**src/rtl/bcd_pkg.sv**
```systemverilog
// Shared types and helpers for the sequential binary-to-BCD converter.
// The optional leading-zero blanking (BCD_LEADING_BLANK_EN) is applied in bcd_dabble.
package bcd_pkg;

  typedef enum logic [1:0] {
    IDLE  = 2'd0,
    SHIFT = 2'd1,
    DONE  = 2'd2
  } state_e;

  localparam logic [1:0] ST_IDLE  = 2'd0;
  localparam logic [1:0] ST_SHIFT = 2'd1;
  localparam logic [1:0] ST_DONE  = 2'd2;

  localparam logic [3:0] BLANK_DIGIT = 4'hF;

  // Widest binary input whose maximum value still fits in 'digits' decimal digits.
  function automatic int max_bin_w(input int digits);
    longint unsigned lim;
    int              w;
    lim = 1;
    for (int i = 0; i < digits; i++) lim = lim * 10;
    w = 0;
    while (w < 63 && ((64'd1 << (w + 1)) - 64'd1) < lim) w++;
    return w;
  endfunction

endpackage

```
**src/rtl/bcd_dabble_if.sv**
```systemverilog
// Request/result bundle between the binary producer and the BCD converter.
interface bcd_dabble_if #(
  parameter int BIN_W  = 8,
  parameter int DIGITS = 8
);
  // start is a request sampled only while the converter is idle (no ready, no queueing);
  // valid is a one-cycle strobe with no backpressure, and bcd holds its value until the next strobe.
  logic                  start;
  logic [BIN_W-1:0]      bin;
  logic                  busy;
  logic                  valid;
  logic [4*DIGITS-1:0]   bcd;

  modport master (output start, output bin, input busy, input valid, input bcd);
  modport slave  (input start, input bin, output busy, output valid, output bcd);
endinterface

```
**src/rtl/bcd_digit_adj.sv**
```systemverilog
// Double-dabble correction cell: one BCD digit gets +3 when it is 5 or more.
module bcd_digit_adj (
  input  logic [3:0] d_i,
  output logic [3:0] d_o
);
  assign d_o = (d_i >= 4'd5) ? (d_i + 4'd3) : d_i;
endmodule

```
**src/rtl/bcd_dabble.sv**
```systemverilog
// Sequential shift-and-add-3 binary-to-BCD converter, one input bit per clock.
// Define BCD_LEADING_BLANK_EN to replace leading zero digits (above digit 0) with the blank code.
module bcd_dabble
  import bcd_pkg::*;
#(
  parameter int BIN_W  = 8,
  parameter int DIGITS = 8
) (
  input  logic         clk,
  input  logic         rst_n,
  bcd_dabble_if.slave  bus,
  output state_e       dbg_state
);

  localparam int ACC_W = 4 * DIGITS;
  localparam int CNT_W = $clog2(BIN_W + 1);
  localparam logic [CNT_W-1:0] LAST_ITER = CNT_W'(BIN_W - 1);

`ifdef BCD_LEADING_BLANK_EN
  localparam logic [ACC_W-1:0] BCD_RST = ~(ACC_W'(4'hF));
`else
  localparam logic [ACC_W-1:0] BCD_RST = '0;
`endif

  if (BIN_W < 1 || BIN_W > max_bin_w(DIGITS)) begin : g_bad_width
    $error("bcd_dabble: BIN_W=%0d cannot be represented in %0d BCD digits", BIN_W, DIGITS);
  end

  logic [1:0]       state_q, state_d;
  logic [CNT_W-1:0] cnt_q, cnt_d;
  logic [BIN_W-1:0] sh_q, sh_d;
  logic [ACC_W-1:0] acc_q, acc_d;
  logic [ACC_W-1:0] bcd_q, bcd_d;
  logic             valid_q, valid_d;

  logic [ACC_W-1:0] acc_adj;
  logic [ACC_W-1:0] bcd_fmt;
  logic             lead;

  for (genvar g = 0; g < DIGITS; g++) begin : g_adj
    bcd_digit_adj u_adj (
      .d_i (acc_q[4*g +: 4]),
      .d_o (acc_adj[4*g +: 4])
    );
  end

  // Output formatting sits in front of the result register so latency matches in both builds.
  always_comb begin
    bcd_fmt = acc_q;
    lead    = 1'b1;
`ifdef BCD_LEADING_BLANK_EN
    for (int i = DIGITS - 1; i >= 1; i--) begin
      if (lead && (acc_q[4*i +: 4] == 4'd0)) bcd_fmt[4*i +: 4] = BLANK_DIGIT;
      else                                   lead = 1'b0;
    end
`endif
  end

  always_comb begin
    state_d = state_q;
    cnt_d   = cnt_q;
    sh_d    = sh_q;
    acc_d   = acc_q;
    bcd_d   = bcd_q;
    valid_d = 1'b0;
    case (state_q)
      ST_IDLE: begin
        if (bus.start) begin
          sh_d    = bus.bin;
          acc_d   = '0;
          cnt_d   = '0;
          state_d = ST_SHIFT;
        end
      end
      ST_SHIFT: begin
        acc_d = {acc_adj[ACC_W-2:0], sh_q[BIN_W-1]};
        sh_d  = sh_q << 1;
        cnt_d = cnt_q + CNT_W'(1);
        if (cnt_q == LAST_ITER) state_d = ST_DONE;
      end
      ST_DONE: begin
        bcd_d   = bcd_fmt;
        valid_d = 1'b1;
        state_d = ST_IDLE;
      end
      default: state_d = ST_IDLE;
    endcase
  end

  always_ff @(posedge clk or negedge rst_n) begin
    if (!rst_n) begin
      state_q <= ST_IDLE;
      cnt_q   <= '0;
      sh_q    <= '0;
      acc_q   <= '0;
      bcd_q   <= BCD_RST;
      valid_q <= 1'b0;
    end else begin
      state_q <= state_d;
      cnt_q   <= cnt_d;
      sh_q    <= sh_d;
      acc_q   <= acc_d;
      bcd_q   <= bcd_d;
      valid_q <= valid_d;
    end
  end

  assign bus.busy   = (state_q != ST_IDLE);
  assign bus.valid  = valid_q;
  assign bus.bcd    = bcd_q;
  assign dbg_state  = state_e'(state_q);

endmodule

```
**src/flat_wrapper.sv**
```systemverilog
// flat-port wrapper written by rule: the top's interface ports become plain ports
module bcd_dabble_flat import bcd_pkg::*;
#(
  parameter int BIN_W  = 8,
  parameter int DIGITS = 8
)
  (clk, rst_n, dbg_state, bus_start, bus_bin, bus_busy, bus_valid, bus_bcd);
  bcd_dabble_if #(.BIN_W(BIN_W), .DIGITS(DIGITS)) bus_i ();
  input  logic clk;
  input  logic rst_n;
  output state_e dbg_state;
  input wire logic [$bits(bus_i.start)-1:0] bus_start;
  input wire logic [$bits(bus_i.bin)-1:0] bus_bin;
  output wire logic [$bits(bus_i.busy)-1:0] bus_busy;
  output wire logic [$bits(bus_i.valid)-1:0] bus_valid;
  output wire logic [$bits(bus_i.bcd)-1:0] bus_bcd;
  assign bus_i.start = bus_start;
  assign bus_i.bin = bus_bin;
  assign bus_busy = bus_i.busy;
  assign bus_valid = bus_i.valid;
  assign bus_bcd = bus_i.bcd;
  bcd_dabble #(.BIN_W(BIN_W), .DIGITS(DIGITS)) u_core (.clk(clk), .rst_n(rst_n), .bus(bus_i), .dbg_state(dbg_state));
endmodule
```
**config.mk**
```make
export PLATFORM = sky130hd
export DESIGN_NAME = bcd_dabble_flat
export DESIGN_NICKNAME = d
export VERILOG_FILES = /design/src/rtl/bcd_pkg.sv /design/src/rtl/bcd_dabble_if.sv /design/src/rtl/bcd_digit_adj.sv /design/src/rtl/bcd_dabble.sv /design/src/flat_wrapper.sv
export SDC_FILE = /design/constraint.sdc
export NUM_CORES = 1
export LEC_CHECK = 0
export CAP_MARGIN = 40
export CORE_ASPECT_RATIO = 1.5
export CORE_MARGIN = 2
export CORE_UTILIZATION = 50
export CTS_BUF_LIST = sky130_fd_sc_hd__clkbuf_4 sky130_fd_sc_hd__clkbuf_8
export DETAILED_ROUTE_END_ITERATION = 8
export GPL_ROUTABILITY_DRIVEN = 0
export PLACE_DENSITY = 0.8
export SETUP_SLACK_MARGIN = 0.05
export SLEW_MARGIN = 20
export SYNTH_ARGS = -nofsm -noshare
export SYNTH_HDL_FRONTEND = slang
export SYNTH_HIERARCHICAL = 1
export SYNTH_SLANG_ARGS = --single-unit
```
**constraint.sdc**
```tcl
create_clock -name clk -period 2.8 [get_ports clk]
set_clock_uncertainty 0.1 [all_clocks]
set_input_delay 0.7 -clock clk [delete_from_list [all_inputs] [get_ports clk]]
set_output_delay 0.7 -clock clk [all_outputs]
set_load 0.02 [all_outputs]
```
==> flow_summary.ini <==
[drt]
vias_per_cell = 5.37
vias = 2643
postRouteAntennaNets = 0
drcViolationCount = 0
wire_per_inst_um = 14.3
wl_um = 7050
dr.pass1.iters = 4
drt_iter0_markers = 148

[worst_setup_path]
path_class = reg -> out
cp_cell_sequence = or2_2 > clkdlybuf4s50_1
cpPeakStageDelay_ns = 0.54
cp_max_fo = 9
endpoint_kind = output port
cpMaxStageDelayCell = clkdlybuf4s50_1
start_kind = register
worstPathArrival_ns = 1.68
cp_data_required_time_ns = 2.00

[power_and_ir_drop]
pwr_density_cell_mw_per_mm2 = 1110
clkPwrFrac = 0.162
switching_share = 0.369
p_total_mw = 5.21
p_int_mw = 3.29
power.share.sequential = 0.383
peakVddDrop_mv = 0.461
leakage_nw = 2.33
comb_power_share = 0.455
power_switching_mw = 1.92

[sta]
tightestPinTransition_ns = 0.579
setup_tns_ns = 0
fin_ws_ns = 0.316
timing.slew.headroom = 0.614
setup_viol_count_final = 0
fin_crit_sh = 0.887
fmax_mhz = 403
rsz0062_at_grt = no
slew_violations = 0
hold_violations = 0
layout_min_cycle_time_ns = 2.48

[clocking]
cts_buffers = 9
cts_hold_buf = 0
numClockSinks = 79
post_cts_resized = 0
cts_setup_buffers = 0
cts_tree = built
clk_path_buf_depth = 2
clkTransAtPathRegs_ns = 0.08
htree_levels = 3
clk_latency_ns = 0.35
cts-root-buf = clkbuf_8

[global_route]
grt_pass1_vias = 2612
grt_first_pass_wirelength_um = 12100
grt_usage = 0.175
antenna_found_initial = 0
grt_max_degree = 43
overflow = 0

[logic_synthesis]
syn_nets = 366
syn-cell-area_mm2 = 0.00395
synth_warnings = 6
postSynthCellCount = 338
syn_avg_cell_area_um2 = 11.7

[place]
dp_slack_ns = 0.475
place_hpwl_um = 4910
io_buffers = 46
dp.cells = 476

[cells_and_area]
n_antenna_cell = 0
instances_no_fill = 492
final_common_cell = dfrtp_1
layout-drive-gt1-share = 0.172
syn_to_final_growth_pct = 19.2
final_cell_mix = 79 x dfrtp_1, 45 x clkdlybuf4s50_1, 43 x nand2_1, 33 x a22o_1, 29 x mux2_4
final_nets = 413

[die]
fp-row-count = 39
initial_core_util = 0.516
ios = 47
die_w_um = 76.6
core_mm2 = 0.00766
die_h_um = 113
dieArea_mm2 = 0.00865

[run]
maxCapViolations = 0

[outcome]
status = finished, final reports clean

[min_path]
hold_path.class = in -> async
## per-stage QoR
stage                      util  instance area (um2)  hold slack, ns
final                     0.615                 4710           0.236
after global routing      0.615                 4710           0.267
after CTS                 0.615                 4710           0.235
after detailed placement  0.589                 4520           0.380
after global placement    0.589                 4520           0.366
after floorplan               -                 3950           0.304
## sequential cells by signal (all words and copies together), names as in the netlist
register / cells
u_core/bus.valid: 1
u_core/dbg_state: 2
u_core/acc_q: 32
u_core/bus.bcd: 32
u_core/cnt_q: 4
u_core/sh_q: 8
## worst max-delay path, delay by kind of cell (launching register included)
family                 cells  cell delay [ns]
buffers and inverters      1             0.54
DFF                        1             0.47
and+or+nand+nor            1             0.32
## cell type report
| type | count | area, um2 |
|---|---|---|
| clock inverters | 4 | 45.0 |
| multi-input cells | 225 | 1800 |
| well taps | 102 | 128 |
| inverters | 18 | 67.6 |
| repair buffers | 52 | 541 |
| clock buffers | 12 | 153 |
| fillers | 641 | 2950 |
| flip-flops and latches | 79 | 1980 |
## power by group through the flow
stage | clock [mW] | combinational (mW) | sequential, mW
floorplan | 0 | 1.61 | 2.08
global placement | 0 | 2.25 | 2.00
detailed placement | 0 | 2.38 | 2.02
CTS | 0.863 | 2.39 | 2.00
global route | 0.912 | 2.61 | 2.08
finish | 0.842 | 2.37 | 2.00
## routing by layer
metal  track usage  up-vias  wire [um]
met5             0        -          0
met4        0.0909        0        148
met3        0.0343       12        147
met2         0.293       42       3640
met1         0.216     1324       3120
li1              -     1265          -
## final timing paths
| path | startpoint | slack [ns] | cells after the start | endpoint |
|---|---|---|---|---|
| min reg2reg | u_core/sh_q[6] | 0.40 | 2 | u_core/sh_q[6] |
| max | u_core/dbg_state[0] | 0.32 | 2 | bus_busy |
| min | rst_n | 0.24 | 1 | u_core/bus.bcd[9] |
| min in group clk | u_core/sh_q[6] | 0.40 | 2 | u_core/sh_q[6] |
| max reg2reg | u_core/dbg_state[0] | 0.97 | 3 | u_core/bus.bcd[15] |
| max in group asynchronous | rst_n | 1.77 | 2 | u_core/bus.bcd[18] |
Power figures use the tool's default switching activity.
